<file path="src/rtl/fmadd_align_normalize_seq.sv">
// rtl/fmadd_align_normalize_seq.sv - iterative align/add/normalize stage of the FMADD addition path
//
// Purpose: takes two unpacked operands (sign, biased exponent, mantissa with
// hidden bit), aligns the smaller one with a one-bit-per-cycle sticky shifter,
// adds or subtracts, then normalizes one bit per cycle. The result (unrounded
// mantissa, widened exponent, sign, guard/round/sticky) feeds the rounder.
//
// Ports:
//   clk, rst                  clock, synchronous active-high reset
//   in_valid / in_ready       operand handshake; in_ready is high only when idle
//   a_sign, a_exp, a_man      operand A (hidden bit at a_man[man+1])
//   b_sign, b_exp, b_man      operand B, sign already flipped for subtract
//   out_valid / out_ready     result handshake; result held until accepted
//   out_mantissa              normalized mantissa with hidden bit
//   out_exponent              exponent with one extra MSB for overflow
//   out_sign                  result sign
//   out_guard/round/sticky    bits below the mantissa LSB

module fmadd_align_normalize_seq #(
  parameter int man = 22,
  parameter int exp = 7
) (
  input  logic             clk,
  input  logic             rst,
  input  logic             in_valid,
  output logic             in_ready,
  input  logic             a_sign,
  input  logic [exp:0]     a_exp,
  input  logic [man+1:0]   a_man,
  input  logic             b_sign,
  input  logic [exp:0]     b_exp,
  input  logic [man+1:0]   b_man,
  output logic             out_valid,
  input  logic             out_ready,
  output logic [man+1:0]   out_mantissa,
  output logic [exp+1:0]   out_exponent,
  output logic             out_sign,
  output logic             out_guard,
  output logic             out_round,
  output logic             out_sticky
);

  // Extended working width: mantissa plus guard, round and sticky.
  localparam int W = man + 5;
  // Beyond this distance every small-operand bit lands below the round bit,
  // so only its sticky contribution survives.
  localparam logic [exp:0] DIFF_CAP = (exp + 1)'(man + 4);
  localparam logic [exp+1:0] EXP_ONE = (exp + 2)'(1);

  typedef enum logic [2:0] {
    IDLE  = 3'd0,
    ALIGN = 3'd1,
    ADD   = 3'd2,
    NORM  = 3'd3,
    DONE  = 3'd4
  } state_t;

  state_t state, state_next;

  logic [W-1:0]   large_ext;
  logic [W-1:0]   small_ext;
  logic [exp:0]   diff;
  logic           large_sign;
  logic           small_sign;
  logic [exp:0]   large_exp;
  logic [W:0]     res;
  logic [exp+1:0] res_exp;
  logic           res_sign;

  // Operand ordering: bigger exponent wins, then bigger mantissa, A on a tie.
  // This keeps large - small non-negative for normalized inputs.
  logic           swap;
  logic           sel_large_sign;
  logic           sel_small_sign;
  logic [exp:0]   sel_large_exp;
  logic [exp:0]   sel_small_exp;
  logic [man+1:0] sel_large_man;
  logic [man+1:0] sel_small_man;
  logic [exp:0]   in_diff;
  logic           diff_capped;

  always_comb begin
    swap           = (b_exp > a_exp) || ((b_exp == a_exp) && (b_man > a_man));
    sel_large_sign = swap ? b_sign : a_sign;
    sel_small_sign = swap ? a_sign : b_sign;
    sel_large_exp  = swap ? b_exp  : a_exp;
    sel_small_exp  = swap ? a_exp  : b_exp;
    sel_large_man  = swap ? b_man  : a_man;
    sel_small_man  = swap ? a_man  : b_man;
    in_diff        = sel_large_exp - sel_small_exp;
    diff_capped    = (in_diff >= DIFF_CAP);
  end

  // Normalization is finished when the result is zero, or when there is no
  // pending carry and either the hidden bit is set or the exponent has hit
  // the subnormal floor.
  logic norm_finished;

  always_comb begin
    norm_finished = (res == '0) ||
                    (!res[W] && (res[W-1] || (res_exp <= EXP_ONE)));
  end

  always_ff @(posedge clk) begin
    if (rst) begin
      state <= IDLE;
    end else begin
      state <= state_next;
    end
  end

  always_comb begin
    state_next = state;
    case (state)
      IDLE:    if (in_valid)      state_next = ALIGN;
      ALIGN:   if (diff == '0)    state_next = ADD;
      ADD:                        state_next = NORM;
      NORM:    if (norm_finished) state_next = DONE;
      DONE:    if (out_ready)     state_next = IDLE;
      default:                    state_next = IDLE;
    endcase
  end

  always_ff @(posedge clk) begin
    if (rst) begin
      large_ext  <= '0;
      small_ext  <= '0;
      diff       <= '0;
      large_sign <= 1'b0;
      small_sign <= 1'b0;
      large_exp  <= '0;
      res        <= '0;
      res_exp    <= '0;
      res_sign   <= 1'b0;
    end else begin
      case (state)
        IDLE: begin
          if (in_valid) begin
            large_sign <= sel_large_sign;
            small_sign <= sel_small_sign;
            large_exp  <= sel_large_exp;
            large_ext  <= {sel_large_man, 3'b000};
            if (diff_capped) begin
              small_ext <= {{(W-1){1'b0}}, |sel_small_man};
              diff      <= '0;
            end else begin
              small_ext <= {sel_small_man, 3'b000};
              diff      <= in_diff;
            end
          end
        end

        ALIGN: begin
          // Right shift by one, folding the two lowest bits into sticky.
          if (diff != '0) begin
            small_ext <= {1'b0, small_ext[W-1:2], small_ext[1] | small_ext[0]};
            diff      <= diff - 1'b1;
          end
        end

        ADD: begin
          if (large_sign == small_sign) begin
            res <= {1'b0, large_ext} + {1'b0, small_ext};
          end else begin
            res <= {1'b0, large_ext} - {1'b0, small_ext};
          end
          res_sign <= large_sign;
          res_exp  <= {1'b0, large_exp};
        end

        NORM: begin
          if (res == '0) begin
            // Exact cancellation yields +0.
            res_exp  <= '0;
            res_sign <= 1'b0;
          end else if (res[W]) begin
            res     <= {1'b0, res[W:2], res[1] | res[0]};
            res_exp <= res_exp + 1'b1;
          end else if (res[W-1]) begin
            res <= res;
          end else if (res_exp <= EXP_ONE) begin
            // Subnormal: stop shifting, the rounder zeroes the exponent.
            res <= res;
          end else begin
            res     <= {res[W-1:0], 1'b0};
            res_exp <= res_exp - 1'b1;
          end
        end

        default: begin
          res <= res;
        end
      endcase
    end
  end

  assign in_ready     = (state == IDLE);
  assign out_valid    = (state == DONE);
  assign out_mantissa = res[W-1:3];
  assign out_exponent = res_exp;
  assign out_sign     = res_sign;
  assign out_guard    = res[2];
  assign out_round    = res[1];
  assign out_sticky   = res[0];

endmodule

</file>
<file path="config.mk">
export PLATFORM = sky130hd
export DESIGN_NAME = fmadd_align_normalize_seq
export DESIGN_NICKNAME = d
export VERILOG_FILES = /design/src/rtl/fmadd_align_normalize_seq.sv
export SDC_FILE = /design/constraint.sdc
export NUM_CORES = 1
export LEC_CHECK = 0
export ABC_AREA = 1
export CORE_UTILIZATION = 45
export CTS_CLUSTER_SIZE = 28
export DETAILED_ROUTE_END_ITERATION = 12
export GPL_TIMING_DRIVEN = 1
export PLACE_DENSITY = 0.65
export SLEW_MARGIN = 15
export SYNTH_ARGS = -nofsm -noshare
export SYNTH_HDL_FRONTEND = slang
export SYNTH_SLANG_ARGS = --single-unit
</file>
<file path="constraint.sdc">
create_clock -name clk -period 2.37 [get_ports clk]
set_input_delay 0.237 -clock clk [delete_from_list [all_inputs] [get_ports clk]]
set_output_delay 0.237 -clock clk [all_outputs]
set_load 0.005 [all_outputs]
</file>
==> run summary, run 1 <==
Commonest non-fill, non-tap cell in the layout -> buf_4
Crit path max fanout -> 8
Mux cell area share after synthesis -> 0
Cell count after synthesis -> 1600
Die area -> 23500 sq um
Starting Density -> 0.465
Setup TNS -> -8.62 ns
Ratio of cells with drive above 1 in the final layout -> 0.465
Setup slack, reg-to-reg -> -0.21 ns
Seq pwr share -> 0.148
Synth Register Bits -> 110
Final max-slew violation count -> 0
Static Leak -> 0.00766 uW
Cts hold-fix bufs -> 0
P_sw -> 11100 uW
Largest net degree at the start of global routing -> 78
Worst Setup End Kind -> register
Sequential-to-total area share from yosys stat -> 0.214
Total CTS buffers -> 9
Synthesis Warnings -> 0
Layout area overhead -> 66.6%
Mapped Area -> 10300 sq um
Crit. Startpoint -> b_man[5]
Yosys top cell by area -> dfxtp_1
Maxcap violations -> 0
Hold Violations, Final -> 0
Simple logic cell fraction of the synthesized area -> 0.276
Die height -> 153 um
DR vias/cell -> 5.78
Routability cong. -> 0.983
Placed inst area -> 14100 sq um
Ports -> 109
Share of the synthesized area in the top cell type -> 0.214
Vias in the first global route -> 12700
Post-route DRC -> 0
Most used DFF post-synth -> dfxtp_1
Storage cell area -> 2240 sq um
Hold EP -> large_ext[15]
Worst setup margin -> -0.305 ns
Gate power share -> 0.773
Layout fillers -> 1548
Core area -> 22200 sq um
Critical path class -> input port to register
Root Buffer -> clkbuf_16
Compound-Gate Fraction of Synth Area -> 0.253
PwrDens -> 1290 nW/um^2
Xor/xnor share of the synthesized area -> 0.0247
Worst-case clock buffer depth -> 2
Drt total wl -> 44200 um
Final worst path period share -> 1.13
Clock power frac -> 0.079
# H-tree levels -> 3
CTS tree -> done
Worst reg2reg path depth -> 11
CTS Sinks -> 110
Antenna violations before repair -> 0
Max VDD drop -> 0.000691 V
DR pass1 iterations -> 7
Crit path required time -> 2.65 ns
Width of the die -> 153 um
First-pass GRT wire length -> 66100 um
Synth Area in Adders -> 0.108
R2R Path Start -> small_ext[14]
Failing checks -> negative setup slack
Syn Nets -> 1758
Clock Latency Late Sink -> 0.37 ns
Fin Hold WS -> 0.257 ns
Crit start category -> input port
Switching Share -> 0.501
Synth cell types -> 49
IO Port Bufs -> 108
Worst slew margin -> 0.620
Worst-Margin Slew -> 0.570 ns
Post-synth EDFFs -> 0
Hold_sp -> a_man[12]
Multi-input gate area -> 8930 sq um
GR Layer Usage met2 -> 0.572
Met3 Use GR -> 0.0434
Worst-path clk slew -> 0.08 ns
Met1 usage -> 0.460
Min Clock Period, post-route -> 2.67 ns
Status -> complete, but fails checks
Most frequent cells in the layout -> buf_4, nand2_1, nor2_1
Routed wire length per instance -> 19.0 um
CP arrival -> 2.96 ns
Synth top area cells -> dfxtp_1, ha_1, nand2_1
Fmax -> 374 MHz
Post-DRT Antenna Nets -> 0
DR vias -> 13400
Hold Crit Class -> input port to register
Syn_area_per_cell -> 6.44 sq um
Skew final -> 0.0169 ns
RSZ-0062 raised after global routing -> true
Drt initial violations -> 1297
Setup violators final -> 46
Final net count -> 2193
Top Usage Layer GRT -> met2
GRT overflow -> 0
Post-route design area -> 17200 sq um
Synth async-reset ratio -> 0
Dpl hpwl -> 28600 um
Reg-to-Reg End -> res[23]
Rows -> 54
Ant diodes -> 0
Hold Path Stages -> 3
P_int -> 11000 uW
Largest family of logic cells by synthesized area -> simple AND/OR/NAND/NOR gates
Global Route Usage Sum -> 0.350
worst max-delay path: stages:
cell,delay (ns)
clkdlybuf4s15_2,0.21
ha_4,0.27
nand2_1,0.05
a21oi_1,0.18
nor2_2,0.06
nand2_1,0.07
nand2_1,0.06
nand3_2,0.08
nand2_2,0.08
nand2_4,0.11
nand2_8,0.09
nand2_4,0.10
nand3_4,0.08
ha_4,0.17
inv_4,0.06
nand2_4,0.07
nand2_4,0.06
nand3b_1,0.10
nand2_2,0.11
nor2_4,0.04
nor2_4,0.12
buf_12,0.15
buf_16,0.13
nand3_4,0.08
a21oi_4,0.17
per-layer routing:
layer / part of all wire / routed length, um
met5: 0 / 0
met4: 0.045 / 1980
met3: 0.077 / 3420
met2: 0.47 / 20700
met1: 0.41 / 18100
metrics by stage:
step            util  worst slack, ns  power [uW]  cells
2_1_floorplan      -           -0.125       10100   1600
3_3_place_gp   0.637            -1.05       15600   2227
3_5_place_dp   0.637            -1.06       15700   2227
4_1_cts        0.729           -0.301       19700   2302
5_1_grt        0.775           -0.471       23300   2320
6_report       0.775           -0.305       22100   2320
power groups by stage:
stage	clock network [uW]	logic (uW)	registers [uW]
after floorplan	0	7070	3050
after global placement	0	12500	3130
after detailed placement	0	12600	3140
after CTS	1740	14700	3170
after global routing	1840	18100	3340
final	1750	17100	3270
synth_stat cells (2+ instances only):
library cell,count
a211oi_1,10
a21o_1,5
a21oi_1,171
a21oi_2,30
a221oi_1,10
a31oi_1,10
buf_2,7
buf_4,29
buf_6,5
clkbuf_1,62
clkinv_1,3
dfxtp_1,110
ha_1,87
inv_1,188
inv_2,7
nand2_1,273
nand2_2,3
nand2_4,2
nand3_1,87
nand3_2,31
nand4_1,19
nor2_1,157
nor2_2,4
nor3_1,28
nor4_1,12
o2111ai_1,4
o211ai_1,7
o21a_1,3
o21ai_0,141
o21ai_1,5
o21bai_1,3
o221ai_1,4
o22ai_1,6
o311ai_0,2
o31ai_1,26
o32ai_1,4
or2_2,6
xnor2_1,5
xor2_1,24
cell type report:
type | instances | area share
multi-input cells | 1189 | 0.520
repair buffers | 525 | 0.261
flip-flops and latches | 110 | 0.131
inverters | 198 | 0.0467
well taps | 280 | 0.0204
clock buffers | 10 | 0.0139
clock inverters | 6 | 0.00583
repair inverters | 2 | 0.000875
worst max path at each step:
stage,end,cells after the start
floorplan,small_ext[0],25
global placement,small_ext[0],25
detailed placement,small_ext[0],27
CTS,small_ext[16],29
global route,res[23],11
finish,small_ext[7],25
registers in the layout, indices dropped and copies added (netlist names), 3 cells and up:
signal and flops:
diff 8, large_exp 8, large_ext 24, out_exponent 9, res 28, small_ext 27
state 3
cell families (layout without fill, tap and decap cells):
group,Yosys count,after routing
AND/OR/NAND/NOR,627,627
AO/OA/AOI/OAI,445,445
buffers and inverters,301,741
flip-flops,110,110
adder cells (fa/ha/maj),88,88
XOR/XNOR,29,29
timing repair:
item,CTS,global route
endpoints found under the setup margin,72,68
setup buffers,58,24
gates cloned,7,6
resized for setup,459,313
pin swaps,120,149
Power figures use the tool's default switching activity.
==> run 2: changes to the inputs <==
--- a/config.mk
+++ b/config.mk
@@ -15,3 +15,4 @@
 export SYNTH_ARGS = -nofsm -noshare
 export SYNTH_HDL_FRONTEND = slang
 export SYNTH_SLANG_ARGS = --single-unit
+export TNS_END_PERCENT = 1
==> run 2 against run 1 <==
Net effect: the run still ends with negative setup slack left; clock skew decreased by 0.0058 ns; hold slack worse by 0.063 ns; global-route usage decreased by 3.4 points; cell area decreased by 9.8%; first-iteration DRC count fell by 21%; sequential share of layout area grew 1.2 points; critical endpoint is now small_ext[17].
==> run summary, run 2 (synthesized netlist as in run 1, its figures left out) <==
Status -> complete, but fails checks
Failing checks -> negative setup slack
RSZ-0062 raised after global routing -> true
Post-DRT Antenna Nets -> 0
Drt total wl -> 38500 um
Layout area overhead -> 50.3%
Hold Violations, Final -> 0
CTS tree -> done
Post-route design area -> 15500 sq um
Skew final -> 0.0110 ns
DR vias/cell -> 5.53
DR vias -> 12600
Width of the die -> 153 um
Worst reg2reg path depth -> 16
Die area -> 23500 sq um
Vias in the first global route -> 11700
Max VDD drop -> 0.000709 V
Met3 Use GR -> 0.0250
Total CTS buffers -> 9
Largest regs -> res x28, small_ext x27, large_ext x24
Hold Path Stages -> 3
Worst slew margin -> 0.611
Final max-slew violation count -> 0
Maxcap violations -> 0
GR Layer Usage met2 -> 0.513
Hold Crit Class -> input port to register
Core area -> 22200 sq um
Drt initial violations -> 1029
Most frequent cells in the layout -> buf_4, nand2_1, a21oi_1
Crit. Startpoint -> a_man[13]
Multi-input gate area -> 7800 sq um
CTS Sinks -> 110
Global Route Usage Sum -> 0.316
Antenna violations before repair -> 0
Worst setup margin -> -0.312 ns
Clock Latency Late Sink -> 0.37 ns
Static Leak -> 0.00719 uW
Crit start category -> input port
First-pass GRT wire length -> 59600 um
CP arrival -> 2.98 ns
GRT overflow -> 0
Post-route DRC -> 0
Root Buffer -> clkbuf_16
Ratio of cells with drive above 1 in the final layout -> 0.356
Ant diodes -> 0
Starting Density -> 0.465
Worst-case clock buffer depth -> 2
Layout fillers -> 1865
Worst-Margin Slew -> 0.583 ns
Worst Setup End Kind -> register
Final net count -> 2147
Placed inst area -> 14100 sq um
Top Usage Layer GRT -> met2
Commonest non-fill, non-tap cell in the layout -> buf_4
Ports -> 109
Most flop-heavy register -> res
Critical path class -> input port to register
# H-tree levels -> 3
Setup TNS -> -8.98 ns
Cts hold-fix bufs -> 0
Largest net degree at the start of global routing -> 71
IO Port Bufs -> 108
DR pass1 iterations -> 5
Crit path required time -> 2.67 ns
Die height -> 153 um
PwrDens -> 1210 nW/um^2
Worst-path clk slew -> 0.07 ns
Rows -> 54
Setup violators final -> 48
Routability cong. -> 0.995
Met1 usage -> 0.441
Fmax -> 373 MHz
Routed wire length per instance -> 17.0 um
Dpl hpwl -> 28300 um
Storage cell area -> 2210 sq um
Min Clock Period, post-route -> 2.68 ns
R2R Path Start -> small_ext[18]
Max FFs per register -> 28
Final worst path period share -> 1.13
Hold_sp -> a_man[5]
Crit path max fanout -> 5
run 2: worst max-delay path, cell delays in order:
cell     delay, ns
buf_12        0.09
inv_12        0.03
ha_4          0.27
nand2_2       0.05
a21oi_2       0.15
nor2_2        0.06
nand2_1       0.09
nand2_1       0.06
nand3_1       0.09
nand2_2       0.10
nand2_4       0.14
nand2_8       0.08
buf_12        0.15
nand2_1       0.07
nand2_2       0.08
nand3_2       0.10
nand3_2       0.11
nand2_1       0.09
nand2_1       0.06
nand2_1       0.07
nand2_2       0.06
nor2_4        0.12
buf_12        0.12
buf_12        0.12
buf_12        0.12
nand3_4       0.08
a21oi_4       0.16
run 2: routing by layer:
layer  up-vias  wire length (um)
met1      5851             17500
met4         0               954
met2       485             17600
met3        52              2450
li1       6180                 -
met5         -                 0
run 2: power by group:
| group | internal [uW] | total (uW) | switching (uW) |
|---|---|---|---|
| combinational | 6160 | 14000 | 7860 |
| clock | 853 | 1610 | 760 |
| sequential | 2540 | 3170 | 626 |
run 2: cell type report:
class / count / area share
Multi-Input combinational cell: 1189 / 0.504
Timing Repair Buffer: 481 / 0.261
Sequential cell: 110 / 0.143
Inverter: 198 / 0.0503
Tap cell: 280 / 0.0226
Clock buffer: 11 / 0.0157
Clock inverter: 4 / 0.00364
run 2: worst paths after layout:
check	end	slack (ns)
setup / recovery	small_ext[17]	-0.31
hold / removal	large_ext[8]	0.19
setup reg to reg	res[25]	-0.21
hold reg to reg	out_sign	0.47
run 2: timing repair:
item	CTS	global route
setup buffers	24	5
cloned	3	3
resized for setup	323	129
endpoints found under the setup margin	75	60
pin swaps	82	79
run 2: through the flow:
stage               cells  total power [uW]  hold slack [ns]  setup slack (ns)  utilization
floorplan            1600             10100            0.395            -0.128            -
global placement     2224             15600            0.459             -1.04        0.638
detailed placement   2224             15700            0.456             -1.10        0.638
CTS                  2266             18000            0.260            -0.213        0.678
global route         2273             20000            0.193            -0.435        0.698
finish               2273             18800            0.193            -0.312        0.698
==> run 3: changes to the inputs <==
--- a/config.mk
+++ b/config.mk
@@ -9,8 +9,7 @@
 export CORE_UTILIZATION = 45
 export CTS_CLUSTER_SIZE = 28
 export DETAILED_ROUTE_END_ITERATION = 12
-export GPL_TIMING_DRIVEN = 1
-export PLACE_DENSITY = 0.65
+export PLACE_DENSITY_LB_ADDON = 0.08
 export SLEW_MARGIN = 15
 export SYNTH_ARGS = -nofsm -noshare
 export SYNTH_HDL_FRONTEND = slang
==> run 3 against run 2 <==
Net effect: the flow still finishes with violations (negative setup slack); count of clock-buffer cells in the layout up 1; global-route usage up 2.0 points; worst setup slack better by 0.036 ns; critical path depth down 7; first-iteration DRC count down 6.4%; register-to-register slack better by 0.02 ns; cell area up 3.9%; critical path type unchanged.
==> run summary, run 3 (synthesized netlist as in run 1, its figures left out) <==
Die height -> 153 um
Worst-case clock buffer depth -> 2
Starting Density -> 0.465
Root Buffer -> clkbuf_16
Placed inst area -> 14300 sq um
Status -> complete, but fails checks
Hold Violations, Final -> 0
Ratio of cells with drive above 1 in the final layout -> 0.392
RSZ-0062 raised after global routing -> true
Antenna violations before repair -> 0
Setup TNS -> -7.71 ns
Crit path max fanout -> 8
Most frequent cells in the layout -> buf_4, nand2_1, nor2_1
Failing checks -> negative setup slack
GRT overflow -> 0
Setup violators final -> 49
CTS Sinks -> 110
Ant diodes -> 0
Most flop-heavy register -> res
Layout fillers -> 1790
Critical path class -> input port to register
Static Leak -> 0.00752 uW
Largest net degree at the start of global routing -> 55
Routability cong. -> 0.927
Rows -> 54
Cts hold-fix bufs -> 0
Drt total wl -> 40200 um
First-pass GRT wire length -> 63400 um
Final net count -> 2212
CTS tree -> done
Max VDD drop -> 0.000624 V
Maxcap violations -> 0
PwrDens -> 1200 nW/um^2
Worst-Margin Slew -> 0.562 ns
Post-route design area -> 16100 sq um
Total CTS buffers -> 9
Layout area overhead -> 56.1%
Setup slack, reg-to-reg -> -0.19 ns
# H-tree levels -> 3
Largest regs -> res x28, small_ext x27, large_ext x24
Crit path required time -> 2.67 ns
Min Clock Period, post-route -> 2.65 ns
IO Port Bufs -> 108
Clock Latency Late Sink -> 0.37 ns
Global Route Usage Sum -> 0.336
Commonest non-fill, non-tap cell in the layout -> buf_4
Vias in the first global route -> 12200
Post-route DRC -> 0
DR vias/cell -> 5.47
Worst slew margin -> 0.622
Skew final -> 0.00992 ns
Drt initial violations -> 963
Dpl hpwl -> 29000 um
Die area -> 23500 sq um
Storage cell area -> 2210 sq um
Crit start category -> input port
Worst setup margin -> -0.276 ns
DR vias -> 12800
Multi-input gate area -> 7980 sq um
Routed wire length per instance -> 17.2 um
Worst Setup End Kind -> register
Fmax -> 378 MHz
Width of the die -> 153 um
Final worst path period share -> 1.12
Worst-path clk slew -> 0.08 ns
Post-DRT Antenna Nets -> 0
Max FFs per register -> 28
Core area -> 22200 sq um
Hold Crit Class -> input port to register
CP arrival -> 2.95 ns
Final max-slew violation count -> 0
Ports -> 109
DR pass1 iterations -> 7
## run 3: cell count changes in the layout (fill, tap and decap cells not counted), moves of 5 or more
cell	before	now
nor3_1	27	21
nand2_2	31	37
buf_4	348	416
clkdlybuf4s15_1	2	7
nand2_1	237	228
nor3_2	2	8
ha_4	33	40
dlygate4sd2_1	11	5
a21oi_2	46	53
## run 3: layout make-up
cell class                      count  area share
Clock buffer                       12      0.0153
Clock inverter                      4     0.00233
Inverter                          198      0.0484
Multi-Input combinational cell   1189       0.496
Sequential cell                   110       0.137
Tap cell                          280      0.0218
Timing Repair Buffer              546       0.279
## run 3: through the flow
step / hold slack, ns / total power [uW] / instances / setup WS, ns / utilization
floorplan: 0.395 / 10100 / 1600 / -0.128 / -
global placement: 0.464 / 15900 / 2245 / -1.08 / 0.643
detailed placement: 0.465 / 16000 / 2245 / -1.21 / 0.643
CTS: 0.194 / 18500 / 2332 / -0.242 / 0.708
global route: 0.221 / 20600 / 2339 / -0.428 / 0.725
finish: 0.196 / 19200 / 2339 / -0.276 / 0.725
## run 3: path summary, 6_finish.rpt
check                from            to  cells past startpoint
max              b_exp[6]  small_ext[3]                     20
min              a_man[6]  large_ext[9]                      3
max reg2reg  small_ext[3]        res[5]                     18
min reg2reg      out_sign      out_sign                      2
## run 3: per-layer routing
layer	vias to the layer above	global-route usage	wire, um
met1	5954	0.465	18200
met2	484	0.544	18500
met3	65	0.0335	2460
met4	0	0.110	1030
li1	6284	-	-
met5	-	0	0
## run 3: timing repair
item | CTS | global route
cloned | 5 | 2
setup buffers | 66 | 8
pin swaps | 87 | 87
resized for setup | 355 | 146
endpoints found under the setup margin | 79 | 64
## run 3: power by group
part           switching (uW)  leakage (uW)  internal, uW
combinational            8010       0.00648          6500
sequential                639      0.000905          2540
clock                     777      0.000139           761
## run 3: critical path, cell delays in order
cell	delay, ns
dlygate4sd2_1	0.27
ha_4	0.28
nand2_2	0.07
buf_4	0.14
o2111ai_4	0.32
nand2_8	0.14
buf_6	0.16
nand2_4	0.06
nand2_2	0.06
nand2_2	0.07
nand2_2	0.07
a21oi_2	0.19
nand2_2	0.08
nand2_2	0.07
nand2_2	0.06
nor2_4	0.15
buf_6	0.15
buf_12	0.14
nand3_2	0.09
a21oi_2	0.14
